[src/rtl/uart_alu_core.sv]
// Serial calculator datapath: UART receiver, UART transmitter
// and a registered 8-bit arithmetic unit sharing one clock.
module uart_alu_core #(
  parameter int DBITS   = 8,
  parameter int SB_TICK = 16
) (
  input  logic                 clk,
  input  logic                 reset,
  input  logic                 sample_tick,
  input  logic                 rx,
  output logic                 data_ready,
  output logic [DBITS-1:0]     data_out,
  input  logic                 tx_start,
  input  logic [DBITS-1:0]     data_in,
  output logic                 tx_done,
  output logic                 tx,
  input  logic [DBITS-1:0]     number1,
  input  logic [DBITS-1:0]     number2,
  input  logic [2:0]           sel,
  output logic [2*DBITS-2:0]   alu_out
);

  localparam int AW = 2*DBITS-1;
  localparam int CW = $clog2(SB_TICK + 16);
  localparam int NW = $clog2(DBITS + 1);

  localparam logic [CW-1:0] S_ONE  = CW'(1);
  localparam logic [CW-1:0] S_MID  = CW'(7);
  localparam logic [CW-1:0] S_BIT  = CW'(15);
  localparam logic [CW-1:0] S_STOP = CW'(SB_TICK-1);
  localparam logic [NW-1:0] N_ONE  = NW'(1);
  localparam logic [NW-1:0] N_LAST = NW'(DBITS-1);

  typedef enum logic [1:0] {
    IDLE, START, DATA, STOP
  } uart_st_e;

  // ---------------- receiver ----------------
  uart_st_e         rx_st, rx_st_n;
  logic [CW-1:0]    rx_s, rx_s_n;
  logic [NW-1:0]    rx_n, rx_n_n;
  logic [DBITS-1:0] rx_b, rx_b_n;
  logic             rx_fin;

  always_ff @(posedge clk or negedge reset) begin
    if (!reset) begin
      rx_st      <= IDLE;
      rx_s       <= '0;
      rx_n       <= '0;
      rx_b       <= '0;
      data_ready <= 1'b0;
      data_out   <= '0;
    end else begin
      rx_st      <= rx_st_n;
      rx_s       <= rx_s_n;
      rx_n       <= rx_n_n;
      rx_b       <= rx_b_n;
      data_ready <= rx_fin;
      if (rx_fin) data_out <= rx_b;
    end
  end

  always_comb begin
    rx_st_n = rx_st;
    rx_s_n  = rx_s;
    rx_n_n  = rx_n;
    rx_b_n  = rx_b;
    rx_fin  = 1'b0;
    unique case (rx_st)
      IDLE: begin
        if (!rx) begin
          rx_st_n = START;
          rx_s_n  = '0;
        end
      end
      START: begin
        if (sample_tick) begin
          if (rx_s == S_MID) begin
            rx_st_n = DATA;
            rx_s_n  = '0;
            rx_n_n  = '0;
          end else begin
            rx_s_n = rx_s + S_ONE;
          end
        end
      end
      DATA: begin
        if (sample_tick) begin
          if (rx_s == S_BIT) begin
            rx_s_n = '0;
            rx_b_n = {rx, rx_b[DBITS-1:1]};
            if (rx_n == N_LAST) rx_st_n = STOP;
            else                rx_n_n  = rx_n + N_ONE;
          end else begin
            rx_s_n = rx_s + S_ONE;
          end
        end
      end
      STOP: begin
        // stop level is deliberately not checked
        if (sample_tick) begin
          if (rx_s == S_STOP) begin
            rx_st_n = IDLE;
            rx_fin  = 1'b1;
          end else begin
            rx_s_n = rx_s + S_ONE;
          end
        end
      end
      default: rx_st_n = IDLE;
    endcase
  end

  // ---------------- transmitter ----------------
  uart_st_e         tx_st, tx_st_n;
  logic [CW-1:0]    tx_s, tx_s_n;
  logic [NW-1:0]    tx_n, tx_n_n;
  logic [DBITS-1:0] tx_b, tx_b_n;
  logic             tx_fin;
  logic             tx_nxt;

  always_ff @(posedge clk or negedge reset) begin
    if (!reset) begin
      tx_st   <= IDLE;
      tx_s    <= '0;
      tx_n    <= '0;
      tx_b    <= '0;
      tx_done <= 1'b0;
      tx      <= 1'b1;
    end else begin
      tx_st   <= tx_st_n;
      tx_s    <= tx_s_n;
      tx_n    <= tx_n_n;
      tx_b    <= tx_b_n;
      tx_done <= tx_fin;
      tx      <= tx_nxt;
    end
  end

  always_comb begin
    tx_st_n = tx_st;
    tx_s_n  = tx_s;
    tx_n_n  = tx_n;
    tx_b_n  = tx_b;
    tx_fin  = 1'b0;
    unique case (tx_st)
      IDLE: begin
        if (tx_start) begin
          tx_st_n = START;
          tx_s_n  = '0;
          tx_b_n  = data_in;
        end
      end
      START: begin
        if (sample_tick) begin
          if (tx_s == S_BIT) begin
            tx_st_n = DATA;
            tx_s_n  = '0;
            tx_n_n  = '0;
          end else begin
            tx_s_n = tx_s + S_ONE;
          end
        end
      end
      DATA: begin
        if (sample_tick) begin
          if (tx_s == S_BIT) begin
            tx_s_n = '0;
            tx_b_n = tx_b >> 1;
            if (tx_n == N_LAST) tx_st_n = STOP;
            else                tx_n_n  = tx_n + N_ONE;
          end else begin
            tx_s_n = tx_s + S_ONE;
          end
        end
      end
      STOP: begin
        if (sample_tick) begin
          if (tx_s == S_STOP) begin
            tx_st_n = IDLE;
            tx_fin  = 1'b1;
          end else begin
            tx_s_n = tx_s + S_ONE;
          end
        end
      end
      default: tx_st_n = IDLE;
    endcase
  end

  // line level follows the next state so tx comes from a flop
  always_comb begin
    tx_nxt = 1'b1;
    if (tx_st_n == START)     tx_nxt = 1'b0;
    else if (tx_st_n == DATA) tx_nxt = tx_b_n[0];
  end

  // ---------------- arithmetic unit ----------------
  logic [AW-1:0] op_a, op_b, res;

  assign op_a = {{(AW-DBITS){1'b0}}, number1};
  assign op_b = {{(AW-DBITS){1'b0}}, number2};

  always_comb begin
    res = '0;
    unique case (sel)
      3'd1: res = op_a + op_b;
      3'd2: res = op_a - op_b;
      3'd3: res = op_a * op_b;
      3'd4: res = (number2 == '0) ? '1 : op_a / op_b;
      default: res = '0;
    endcase
  end

  always_ff @(posedge clk or negedge reset) begin
    if (!reset) alu_out <= '0;
    else        alu_out <= res;
  end

endmodule

[config.mk]
export PLATFORM = sky130hd
export DESIGN_NAME = uart_alu_core
export DESIGN_NICKNAME = d
export VERILOG_FILES = /design/src/rtl/uart_alu_core.sv
export SDC_FILE = /design/constraint.sdc
export NUM_CORES = 1
export LEC_CHECK = 0
export ABC_AREA = 1
export ABC_CLOCK_PERIOD_IN_PS = 2050
export CELL_PAD_IN_SITES_DETAIL_PLACEMENT = 1
export CELL_PAD_IN_SITES_GLOBAL_PLACEMENT = 1
export CORE_MARGIN = 3
export CORE_UTILIZATION = 35
export DETAILED_ROUTE_END_ITERATION = 6
export GPL_ROUTABILITY_DRIVEN = 0
export GPL_TIMING_DRIVEN = 0
export PLACE_DENSITY = 0.75
export SETUP_SLACK_MARGIN = 0.15
export SYNTH_ARGS = -nofsm -noshare
export SYNTH_HDL_FRONTEND = slang
export SYNTH_SLANG_ARGS = --single-unit
[constraint.sdc]
create_clock -name clk -period 2.05 [get_ports clk]
set_input_delay 0.615 -clock clk [delete_from_list [all_inputs] [get_ports clk]]
set_output_delay 0.615 -clock clk [all_outputs]
set_load 0.01 [all_outputs]
==> insert_results.sql <==
INSERT INTO impl_metrics (metric_group, metric, value, unit) VALUES
('status', 'outcome', 'finished, violations left', ''),
('global_routing', 'grt_usage', '25.7', '%'),
('min_path', 'worst_hold_path_class', 'input port to asynchronous set/reset pin', ''),
('yosys', 'yosysTopAreaCell', 'sky130_fd_sc_hd__ha_1', ''),
('placed_design', 'placedInstanceArea', '12500', 'um^2'),
('final_layout', 'fraction_of_final_layout_cells_sized_beyond_drive_strength_1', '39.9', '%'),
('drt', 'post_drt_via_cell_ratio', '5.68', ''),
('critical_path', 'crit_path_capture_type', 'register', ''),
('status', 'violations', 'negative setup slack', ''),
('yosys', 'synth_top_cell_area_share', '18.3', '%'),
('critical_path', 'worst_r2r_path_depth', '11', ''),
('drt', 'routed_wire_per_std_cell', '22.4', 'um'),
('global_routing', 'use_met2', '47.3', '%'),
('drt', 'drt.antenna.violating_nets', '0', ''),
('floorplan', 'dieHeight', '183', 'um'),
('floorplan', 'floorplan.die_area', '33400', 'um^2'),
('global_routing', 'grtUsageMet3', '3.11', '%'),
('yosys', 'ys_warn_count', '0', ''),
('yosys', 'postSynthRegisterBits', '64', ''),
('final_layout', 'finalCoreUtilization', '56.0', '%'),
('timing', 'fin_crit', '21.32', 'ns'),
('global_routing', 'gr-usage-met1', '29.3', '%'),
('cts', 'clk_sink_count', '64', ''),
('cts', 'cts.htree.levels', '3', ''),
('placed_design', 'portBuffers', '57', ''),
('critical_path', 'critPathRequiredTime', '2.27', 'ns'),
('job', 'max_cap_violations', '0', ''),
('drt', 'drt_pass1_iterations', '5', ''),
('drt', 'drt-total-wl', '53800', 'um'),
('cts', 'clock_path_buffers', '2', ''),
('final_layout', 'postLayoutCellArea', '17200', 'um^2'),
('critical_path', 'critical-path-max-stage-delay', '0.39', 'ns'),
('critical_path', 'cpMostUsedCell', 'sky130_fd_sc_hd__nand2_2', ''),
('critical_path', 'start_kind', 'input port', ''),
('timing', 'worst_slack', '-19.27', 'ns'),
('yosys', 'mappedNetlistArea', '10900', 'um^2'),
('cts', 'cts_tree', 'built', ''),
('yosys', 'netlist-cell-type-count', '63', ''),
('placed_design', 'dp.final_hpwl', '26800', 'um'),
('yosys', 'postSynthCellCount', '1609', ''),
('critical_path', 'cp_max_fo', '8', ''),
('global_routing', 'antenna_violations_before_repair', '1', ''),
('floorplan', 'num_io_pins', '58', ''),
('yosys', 'synth.top_cells.by_area', 'sky130_fd_sc_hd__ha_1 (18%), sky130_fd_sc_hd__dfrtp_1 (14%), sky130_fd_sc_hd__nand2_1 (14%)', ''),
('critical_path', 'arrival', '21.54', 'ns'),
('yosys', 'postSynth.asyncResetShare', '100', '%'),
('timing', 'setup_violations', '15', ''),
('global_routing', 'grt_max_degree', '43', ''),
('critical_path', 'cp_max_stage_cell', 'sky130_fd_sc_hd__ha_1', ''),
('floorplan', 'die_x', '183', 'um'),
('yosys', 'syn-mean-instance-area', '6.79', 'um^2'),
('critical_path', 'startpoint_of_the_most_critical_register_to_register_path', 'tx_s[1]$_DFFE_PN0P_', ''),
('critical_path', 'crit-reg2reg-capture', 'tx_b[1]$_DFFE_PN0P_', ''),
('drt', 'detailedRoute.firstIterationViolations', '954', ''),
('global_routing', 'globalRouteOverflowTotal', '0', ''),
('final_layout', 'area_added_between_synthesis_and_finish', '57.4', '%'),
('floorplan', 'core-area', '30700', 'um^2'),
('global_routing', 'grt_pass1_vias', '13800', ''),
('timing', 'fin_crit_sh', '1040', '%'),
('yosys', 'postSynth.topFlopCell', 'sky130_fd_sc_hd__dfrtp_1', ''),
('final_layout', 'n_antenna_cell', '0', ''),
('cts', 'clkLatencyLatePin', '0.35', 'ns'),
('floorplan', 'number_of_rows_in_the_core_area', '64', ''),
('floorplan', 'start_util', '35.6', '%'),
('timing', 'timing.slew.headroom', '14.8', '%'),
('yosys', 'synth_enable_flop_cells', '0', ''),
('yosys', 'post-synth-top-count-cell', 'sky130_fd_sc_hd__nand2_1', ''),
('global_routing', 'globalRoute.busiestLayer', 'met2', ''),
('drt', 'total_via_count_after_detailed_routing', '13600', ''),
('timing', 'slew_violations', '0', ''),
('critical_path', 'worstSetupStartpoint', 'number2[0]', '');
-- layer usage --
layer	share of wire [%]	wire length [um]
met5	0	0
met4	6.9	3720
met3	4.8	2560
met2	52	27700
met1	37	19800
-- cell usage in the layout (no fill, tap or decap), types with 25 or more instances in the layout --
cell                              instances
sky130_fd_sc_hd__a21oi_1                 45
sky130_fd_sc_hd__buf_4                  289
sky130_fd_sc_hd__buf_6                   39
sky130_fd_sc_hd__clkdlybuf4s50_1         34
sky130_fd_sc_hd__dfrtp_1                 62
sky130_fd_sc_hd__fa_1                    34
sky130_fd_sc_hd__ha_1                   106
sky130_fd_sc_hd__ha_4                    50
sky130_fd_sc_hd__inv_1                  218
sky130_fd_sc_hd__inv_2                   50
sky130_fd_sc_hd__nand2_1                312
sky130_fd_sc_hd__nand2_2                 61
sky130_fd_sc_hd__nand2_4                 44
sky130_fd_sc_hd__nand3_1                 70
sky130_fd_sc_hd__nor2_1                  66
sky130_fd_sc_hd__o21ai_0                 67
sky130_fd_sc_hd__o21ai_2                 28
sky130_fd_sc_hd__xnor2_1                 30
sky130_fd_sc_hd__xor2_1                  25
-- area by class of cell --
cell class / instances / area (um^2)
multi-input combinational: 1228 / 10200
inverter: 289 / 1170
sequential: 64 / 1600
tap: 396 / 495
clock inverter: 6 / 45.0
clock buffer: 10 / 239
fill: 3701 / 13500
buffer: 34 / 379
timing repair buffer: 374 / 3070
-- worst max-delay path: cells and delay by family --
kind	cells	cell delay, ns
and+or+nand+nor	75	7.27
AOI/OAI and AO/OA	39	6.14
buffers and inverters	33	3.33
xor gates and xnor gates	1	0.23
adders and majority gates	14	3.83
-- registers in the layout, summed over array words and instances (netlist names) --
| signal | count |
|---|---|
| tx_done | 1 |
| data_ready | 1 |
| rx_n | 4 |
| tx_st | 2 |
| tx_s | 5 |
| data_out | 8 |
| alu_out | 15 |
| rx_b | 8 |
| tx | 1 |
| rx_s | 5 |
| tx_n | 4 |
| rx_st | 2 |
| tx_b | 8 |
-- what timing repair did --
action | in CTS | in global routing
pin swaps | 162 | 177
setup buffers | 233 | 81
gates resized for setup | 360 | 203
hold buffers | 0 | 0
endpoints found under the setup margin | 62 | 59
gates cloned | 2 | 0
-- cell families (layout without fill, tap and decap cells) --
logic type | after synthesis | after routing | synth area share, %
xor gates and xnor gates | 56 | 56 | 4.49
adders and majority gates | 197 | 197 | 25.1
DFF | 64 | 64 | 14.7
other | 1 | 7 | 0.0343
and+or+nand+nor | 705 | 705 | 29.9
buffers and inverters | 323 | 713 | 11.7
AOI/OAI and AO/OA | 263 | 263 | 14.1
-- how the worst max path moves through the flow --
stage                                 endpoint  slack (ns)
after detailed placement  alu_out[0]$_DFF_PN0_      -22.68
after global routing      alu_out[0]$_DFF_PN0_      -20.18
after CTS                 alu_out[0]$_DFF_PN0_      -17.58
after floorplan           alu_out[0]$_DFF_PN0_      -17.96
after global placement    alu_out[0]$_DFF_PN0_      -21.98
final                     alu_out[0]$_DFF_PN0_      -19.27
-- per-stage QoR --
stage	TNS, ns	setup slack [ns]	hold slack, ns	std cells
6_report	-126.94	-19.27	0.179	2401
2_1_floorplan	-114.47	-17.96	0.319	1615
3_3_place_gp	-294.63	-21.98	0.460	2068
3_5_place_dp	-166.56	-22.68	0.463	2069
4_1_cts	-114.88	-17.58	0.167	2320
5_1_grt	-132.51	-20.18	0.190	2401
Power is left out: the tool's default activity adds up to more than one toggle a clock period on the data nets, which glitch-free logic cannot reach.
